<file path="src/rtl/mesi_isc_pkg.sv">
// Shared encodings for the MESI broadcast dispatch path: command bus values,
// broadcast FIFO entry types and the dispatcher FSM states.
package mesi_isc_pkg;

  localparam int unsigned CmdW = 3;

  // One per-CPU command slot on the command bus.
  typedef logic [CmdW-1:0] cmd_t;

  localparam cmd_t CmdNop     = 3'd0;
  localparam cmd_t CmdWrSnoop = 3'd1;
  localparam cmd_t CmdRdSnoop = 3'd2;
  localparam cmd_t CmdEnWr    = 3'd3;
  localparam cmd_t CmdEnRd    = 3'd4;

  typedef enum logic [1:0] {
    BroadBad0 = 2'd0,
    BroadWr   = 2'd1,
    BroadRd   = 2'd2,
    BroadBad3 = 2'd3
  } broad_type_e;

  typedef enum logic [1:0] {
    StIdle,
    StSnoop,
    StEnable,
    StPop
  } state_e;

  function automatic logic broad_type_legal(logic [1:0] t);
    return (t == BroadWr) || (t == BroadRd);
  endfunction

  function automatic cmd_t snoop_cmd(logic is_wr);
    return is_wr ? CmdWrSnoop : CmdRdSnoop;
  endfunction

  function automatic cmd_t enable_cmd(logic is_wr);
    return is_wr ? CmdEnWr : CmdEnRd;
  endfunction

endpackage

</file>
<file path="src/rtl/mesi_ack_watchdog.sv">
// Ack-phase watchdog: counts cycles spent waiting in a phase and flags expiry
// on the TIMEOUT-th cycle. TIMEOUT of 0 disables it.
module mesi_ack_watchdog
  import mesi_isc_pkg::*;
#(
  parameter int unsigned TIMEOUT = 255,
  parameter int unsigned CntW    = 8
) (
  input  logic clk,
  input  logic rst,
  input  logic clear,
  input  logic enable,
  output logic expire
);

  localparam logic [CntW-1:0] Last = CntW'((TIMEOUT == 0) ? 32'd0 : TIMEOUT - 32'd1);

  logic [CntW-1:0] count_q;

  always_ff @(posedge clk) begin
    if (rst || clear) begin
      count_q <= '0;
    end else if (enable && (count_q != Last)) begin
      count_q <= count_q + CntW'(1);
    end
  end

  // A clear in the same cycle means the phase just completed, so it wins.
  assign expire = (TIMEOUT != 0) && enable && !clear && (count_q == Last);

endmodule

</file>
<file path="src/rtl/mesi_broad_dispatch.sv">
// Broadcast dispatcher: pops the broadcast FIFO head, snoops every CPU except
// the originator, then grants the originator; one transaction in flight.
module mesi_broad_dispatch
  import mesi_isc_pkg::*;
#(
  parameter int unsigned CPUS    = 4,
  parameter int unsigned ADDR_W  = 32,
  parameter int unsigned ID_W    = 7,
  parameter int unsigned TIMEOUT = 255
) (
  input  logic                     clk,
  input  logic                     rst,
  input  logic                     broad_fifo_empty,
  input  logic [ADDR_W-1:0]        broad_addr,
  input  logic [1:0]               broad_type,
  input  logic [$clog2(CPUS)-1:0]  broad_cpu_id,
  input  logic [ID_W-1:0]          broad_id,
  output logic                     broad_fifo_rd,
  output logic [3*CPUS-1:0]        cbus_cmd_array,
  output logic [ADDR_W-1:0]        cbus_addr,
  input  logic [CPUS-1:0]          cbus_ack_array,
  output logic [ID_W-1:0]          cur_id,
  output logic                     busy,
  output logic                     err_timeout,
  output logic                     err_illegal
);

  localparam int unsigned CpuW = $clog2(CPUS);

  state_e          state_q;
  cmd_t [CPUS-1:0] cmd_q;
  logic [CPUS-1:0] pending_q;
  logic [CPUS-1:0] acked;
  logic [CPUS-1:0] pending_left;
  logic [CpuW-1:0] cpu_q;
  logic            is_wr_q;
  logic            wd_clear;
  logic            wd_enable;
  logic            wd_expire;

  // An ack only counts while that CPU is actually being commanded.
  always_comb begin
    acked = '0;
    for (int i = 0; i < CPUS; i++) begin
      acked[i] = cbus_ack_array[i] && (cmd_q[i] != CmdNop);
    end
  end

  assign pending_left = pending_q & ~acked;
  assign wd_enable    = (state_q == StSnoop) || (state_q == StEnable);
  assign wd_clear     = (state_q == StIdle) || ((state_q == StSnoop) && (pending_left == '0));

  mesi_ack_watchdog #(
    .TIMEOUT(TIMEOUT)
  ) u_watchdog (
    .clk   (clk),
    .rst   (rst),
    .clear (wd_clear),
    .enable(wd_enable),
    .expire(wd_expire)
  );

  always_ff @(posedge clk) begin
    if (rst) begin
      state_q       <= StIdle;
      cmd_q         <= '0;
      pending_q     <= '0;
      cpu_q         <= '0;
      is_wr_q       <= 1'b0;
      cbus_addr     <= '0;
      cur_id        <= '0;
      broad_fifo_rd <= 1'b0;
      err_timeout   <= 1'b0;
      err_illegal   <= 1'b0;
    end else begin
      broad_fifo_rd <= 1'b0;
      err_illegal   <= 1'b0;
      if (wd_expire) begin
        // Give up on the entry: silence the bus and discard it.
        cmd_q         <= '0;
        pending_q     <= '0;
        err_timeout   <= 1'b1;
        broad_fifo_rd <= 1'b1;
        state_q       <= StPop;
      end else begin
        unique case (state_q)
          StIdle: begin
            if (!broad_fifo_empty) begin
              cbus_addr <= broad_addr;
              cur_id    <= broad_id;
              cpu_q     <= broad_cpu_id;
              is_wr_q   <= (broad_type == BroadWr);
              if (broad_type_legal(broad_type)) begin
                for (int i = 0; i < CPUS; i++) begin
                  pending_q[i] <= (CpuW'(i) != broad_cpu_id);
                  cmd_q[i]     <= (CpuW'(i) != broad_cpu_id) ?
                                  snoop_cmd(broad_type == BroadWr) : CmdNop;
                end
                state_q <= StSnoop;
              end else begin
                err_illegal   <= 1'b1;
                broad_fifo_rd <= 1'b1;
                state_q       <= StPop;
              end
            end
          end
          StSnoop: begin
            pending_q <= pending_left;
            for (int i = 0; i < CPUS; i++) begin
              if (acked[i]) cmd_q[i] <= CmdNop;
            end
            if (pending_left == '0) begin
              cmd_q[cpu_q] <= enable_cmd(is_wr_q);
              state_q      <= StEnable;
            end
          end
          StEnable: begin
            if (acked[cpu_q]) begin
              cmd_q         <= '0;
              broad_fifo_rd <= 1'b1;
              state_q       <= StPop;
            end
          end
          StPop: begin
            state_q <= StIdle;
          end
          default: begin
            state_q <= StIdle;
          end
        endcase
      end
    end
  end

  assign cbus_cmd_array = cmd_q;
  assign busy           = (state_q != StIdle);

endmodule

</file>
<file path="config.mk">
export PLATFORM = sky130hd
export DESIGN_NAME = mesi_broad_dispatch
export DESIGN_NICKNAME = d
export VERILOG_FILES = /design/src/rtl/mesi_isc_pkg.sv /design/src/rtl/mesi_ack_watchdog.sv /design/src/rtl/mesi_broad_dispatch.sv
export SDC_FILE = /design/constraint.sdc
export NUM_CORES = 1
export LEC_CHECK = 0
export ABC_AREA = 1
export CELL_PAD_IN_SITES_DETAIL_PLACEMENT = 1
export CELL_PAD_IN_SITES_GLOBAL_PLACEMENT = 1
export CORE_ASPECT_RATIO = 2
export CORE_UTILIZATION = 40
export CTS_BUF_LIST = sky130_fd_sc_hd__clkbuf_4 sky130_fd_sc_hd__clkbuf_8
export DETAILED_ROUTE_END_ITERATION = 10
export DONT_BUFFER_PORTS = 1
export GPL_ROUTABILITY_DRIVEN = 0
export PLACE_DENSITY_LB_ADDON = 0.1
export RECOVER_POWER = 100
export SLEW_MARGIN = 20
export SYNTH_ARGS = -nofsm -noshare
export SYNTH_HDL_FRONTEND = slang
export SYNTH_SLANG_ARGS = --single-unit
</file>
<file path="constraint.sdc">
create_clock -name clk -period 1.5 [get_ports clk]
set_input_delay 0.075 -clock clk [delete_from_list [all_inputs] [get_ports clk]]
set_output_delay 0.075 -clock clk [all_outputs]
set_load 0.05 [all_outputs]
</file>
==> flow_summary.ini <==
[outcome]
status = complete, but fails checks
violations = hold timing, setup timing

[sta]
clock_skew_ns = 0.0158
finalSetupViolations = 30
drv_slew = 0
finalCritPeriodShare_pct = 117
rsz0062_at_grt = true
setup_ws_ns = -0.262
finalHoldViolCount = 2
whs_ns = -0.0162
timing.fmax_ghz = 0.568
timing.slew.headroom_pct = 53.3
tightest_slew_ns = 0.704
period_needed_ns = 1.76

[critical_path]
critPathKind = flop to flop
cp_data_arrival_time_ns = 2.02
cp.required_ns = 1.76
startpoint = cpu_q[1]
worstReg2RegEnd = cbus_cmd_array[8]
slowest_delay_ns = 0.41
critPathCaptureType = flop
critPathLaunchType = flop
path_cells = inv_1 > nor2_2 > buf_4 > nand2_1 > o21ai_0 > nand2_1 > o21ai_0 > o21a_1 > nor2_1
reg2reg_slack_ns = -0.26
slowest_stage = dfxtp_2
critical_path.max_fanout = 5
r2r_cells = 9
rr_startpoint = cpu_q[1]

[power_and_ir_drop]
leakagePower_nw = 2.27
power_density_nw_per_um2 = 2320
vdd.ir_drop.worst_mv = 1.15

[place]
placedCellCount = 650
port_buffers = 0
hpwl_um = 8630

[grt]
grtUsageMet2_pct = 60.4
grt_usage_pct = 31.4
grt_pass1_wl_um = 20400
grt_pass1_vias = 4238
grt-busiest-layer = met2
grt_use_met1_pct = 26.5
antenna_found_initial = 0
grt_overflow = 0
use_met3_pct = 5.30
grt_max_degree = 45

[layout]
layout_common_cells = nor2_1, dfxtp_1, o21ai_0, buf_4, clkbuf_1
final-instance-count-excl-fill = 724
drive_gt1_share_pct = 33.8
nNetsFinal = 679
diodes = 0
syn2layout_area_growth_pct = 58.0
layout_commonest_cell = nor2_1
final_util_pct = 65.9

[logic_synthesis]
ys_seq_area_share_pct = 42.6
synth_ff_type = dfxtp_1
synth_area_um2 = 3340
yosysWarnings = 0
yosysTopAreaCellShare_pct = 42.6
synth_compound_area_share_pct = 16.5
synth_fp_nets = 527
yosys.area_share.simple_pct = 30.4
syn_area_per_cell_um2 = 7.08
synth_top_area_cell = dfxtp_1
synthTopCellsByArea = dfxtp_1, nor2_1, o21ai_0, nand2_1, inv_1
synthCells = 471
synth-adder-area-share_pct = 2.25
yosys-mux-area-fraction_pct = 0
synth_xor_area_share_pct = 1.05
synth_top_family_by_area = simple AND/OR/NAND/NOR gates
synth_seq_cells = 71
async_flop_share_pct = 0
synth-edff-count = 0
synth.distinct_cells = 31

[run]
drv_cap = 0

[clocking]
cts_tree = yes
cts.path.max_buffers = 2
cts.clk_slew.worst_paths_ns = 0.10
root_buffer = clkbuf_8
cts_made_buffers = 9
clk_latency_ns = 0.37
cts_sinks = 71
cts.htree.levels = 3

[detailed_routing]
avgViaCountPerCell = 5.66
remaining_drc_errors = 0
wl_per_cell_um = 23.8
vias = 4097
antenna_left = 0
drt-initial-drc-count = 213
wl_um = 17200
firstDrtPassIters = 4

[die]
start_util_pct = 41.7
die_w_um = 66.6
ios = 105
placementRows = 46
coreArea_um2 = 8000
die_y_um = 131
die_area_um2 = 8730

[min_path]
min_path_cells = 3
hold_start = cbus_ack_array[2]
holdPathEnd = cbus_cmd_array[7]
hp-class = input port to flop
[Yosys cell counts, types with 3 or more instances]
| cell type | n |
|---|---|
| a21oi_1 | 19 |
| a21oi_2 | 8 |
| a22oi_1 | 4 |
| clkbuf_1 | 12 |
| dfxtp_1 | 71 |
| ha_1 | 6 |
| inv_1 | 36 |
| nand2_1 | 52 |
| nand2_2 | 16 |
| nand2_4 | 3 |
| nand3_1 | 8 |
| nor2_1 | 144 |
| nor3_1 | 3 |
| o21a_1 | 4 |
| o21ai_0 | 60 |
| xor2_1 | 4 |
[final cells by class]
| type | count | area, um^2 |
|---|---|---|
| multi-input combinational | 343 | 2090 |
| timing repair buffer | 158 | 1220 |
| inverter | 40 | 170 |
| clock buffer | 9 | 124 |
| clock inverter | 7 | 78.8 |
| fill | 963 | 2730 |
| sequential | 71 | 1470 |
| tap | 96 | 120 |
[report_power, final]
group	internal, W	switching, W
sequential	0.00245	0.000428
combinational	0.00246	0.00524
clock	0.000786	0.000868
[what timing repair did]
action | CTS | global route
gates cloned | 0 | 3
hold endpoints to repair | 48 | 0
hold buffers | 46 | 0
setup endpoints to repair | 26 | 57
buffers inserted | 2 | 7
resized for setup | 38 | 84
pin swaps | 9 | 30
[routing by layer]
metal,up-vias,part of all wire [%]
met3,102,5.5
met2,196,55
li1,1809,-
met5,-,0
met1,1990,31
met4,0,8.5
[worst max-delay path by stage]
stage / end / cells after the start
after floorplan: cbus_cmd_array[3] / 11
after global placement: cbus_cmd_array[3] / 10
after detailed placement: u_watchdog.count_q[4] / 8
after CTS: cbus_cmd_array[10] / 12
after global routing: cbus_cmd_array[5] / 11
final: cbus_cmd_array[8] / 9
[critical path: cells and delay by family, from the launching register on]
kind                   cells  cell delay (ns)
AND/OR/NAND/NOR            4             0.45
flip-flops                 1             0.41
buffers and inverters      2             0.24
AO/OA/AOI/OAI              3             0.57
[flip-flops by register name, indices dropped and copies added (netlist names)]
signal              cells
cbus_cmd_array         12
broad_fifo_rd           1
state_q                 2
cbus_addr              32
is_wr_q                 1
cur_id                  7
pending_q               4
err_timeout             1
cpu_q                   2
err_illegal             1
u_watchdog.count_q      8
[per-stage QoR]
step	cell area (um^2)	hold slack, ns	setup TNS, ns	setup slack [ns]	total power (W)
final	5270	-0.0162	-3.53	-0.262	0.0122
after global routing	5270	-0.00815	-8.02	-0.373	0.0127
after CTS	5020	0.000326	-0.812	-0.0644	0.0108
after detailed placement	4230	0.147	-1.70	-0.186	0.00880
after global placement	4230	0.145	-0.375	-0.0593	0.00860
after floorplan	3410	0.139	0	0.0108	0.00671
[logic make-up (layout without fill, tap and decap cells)]
group                      count (synthesis)  in the layout
adders and majority gates                  6              6
buffers and inverters                     57            214
xor gates and xnor gates                   4              4
DFF                                       71             71
AOI/OAI and AO/OA                         98             98
and+or+nand+nor                          235            235
Power figures use the tool's default switching activity.
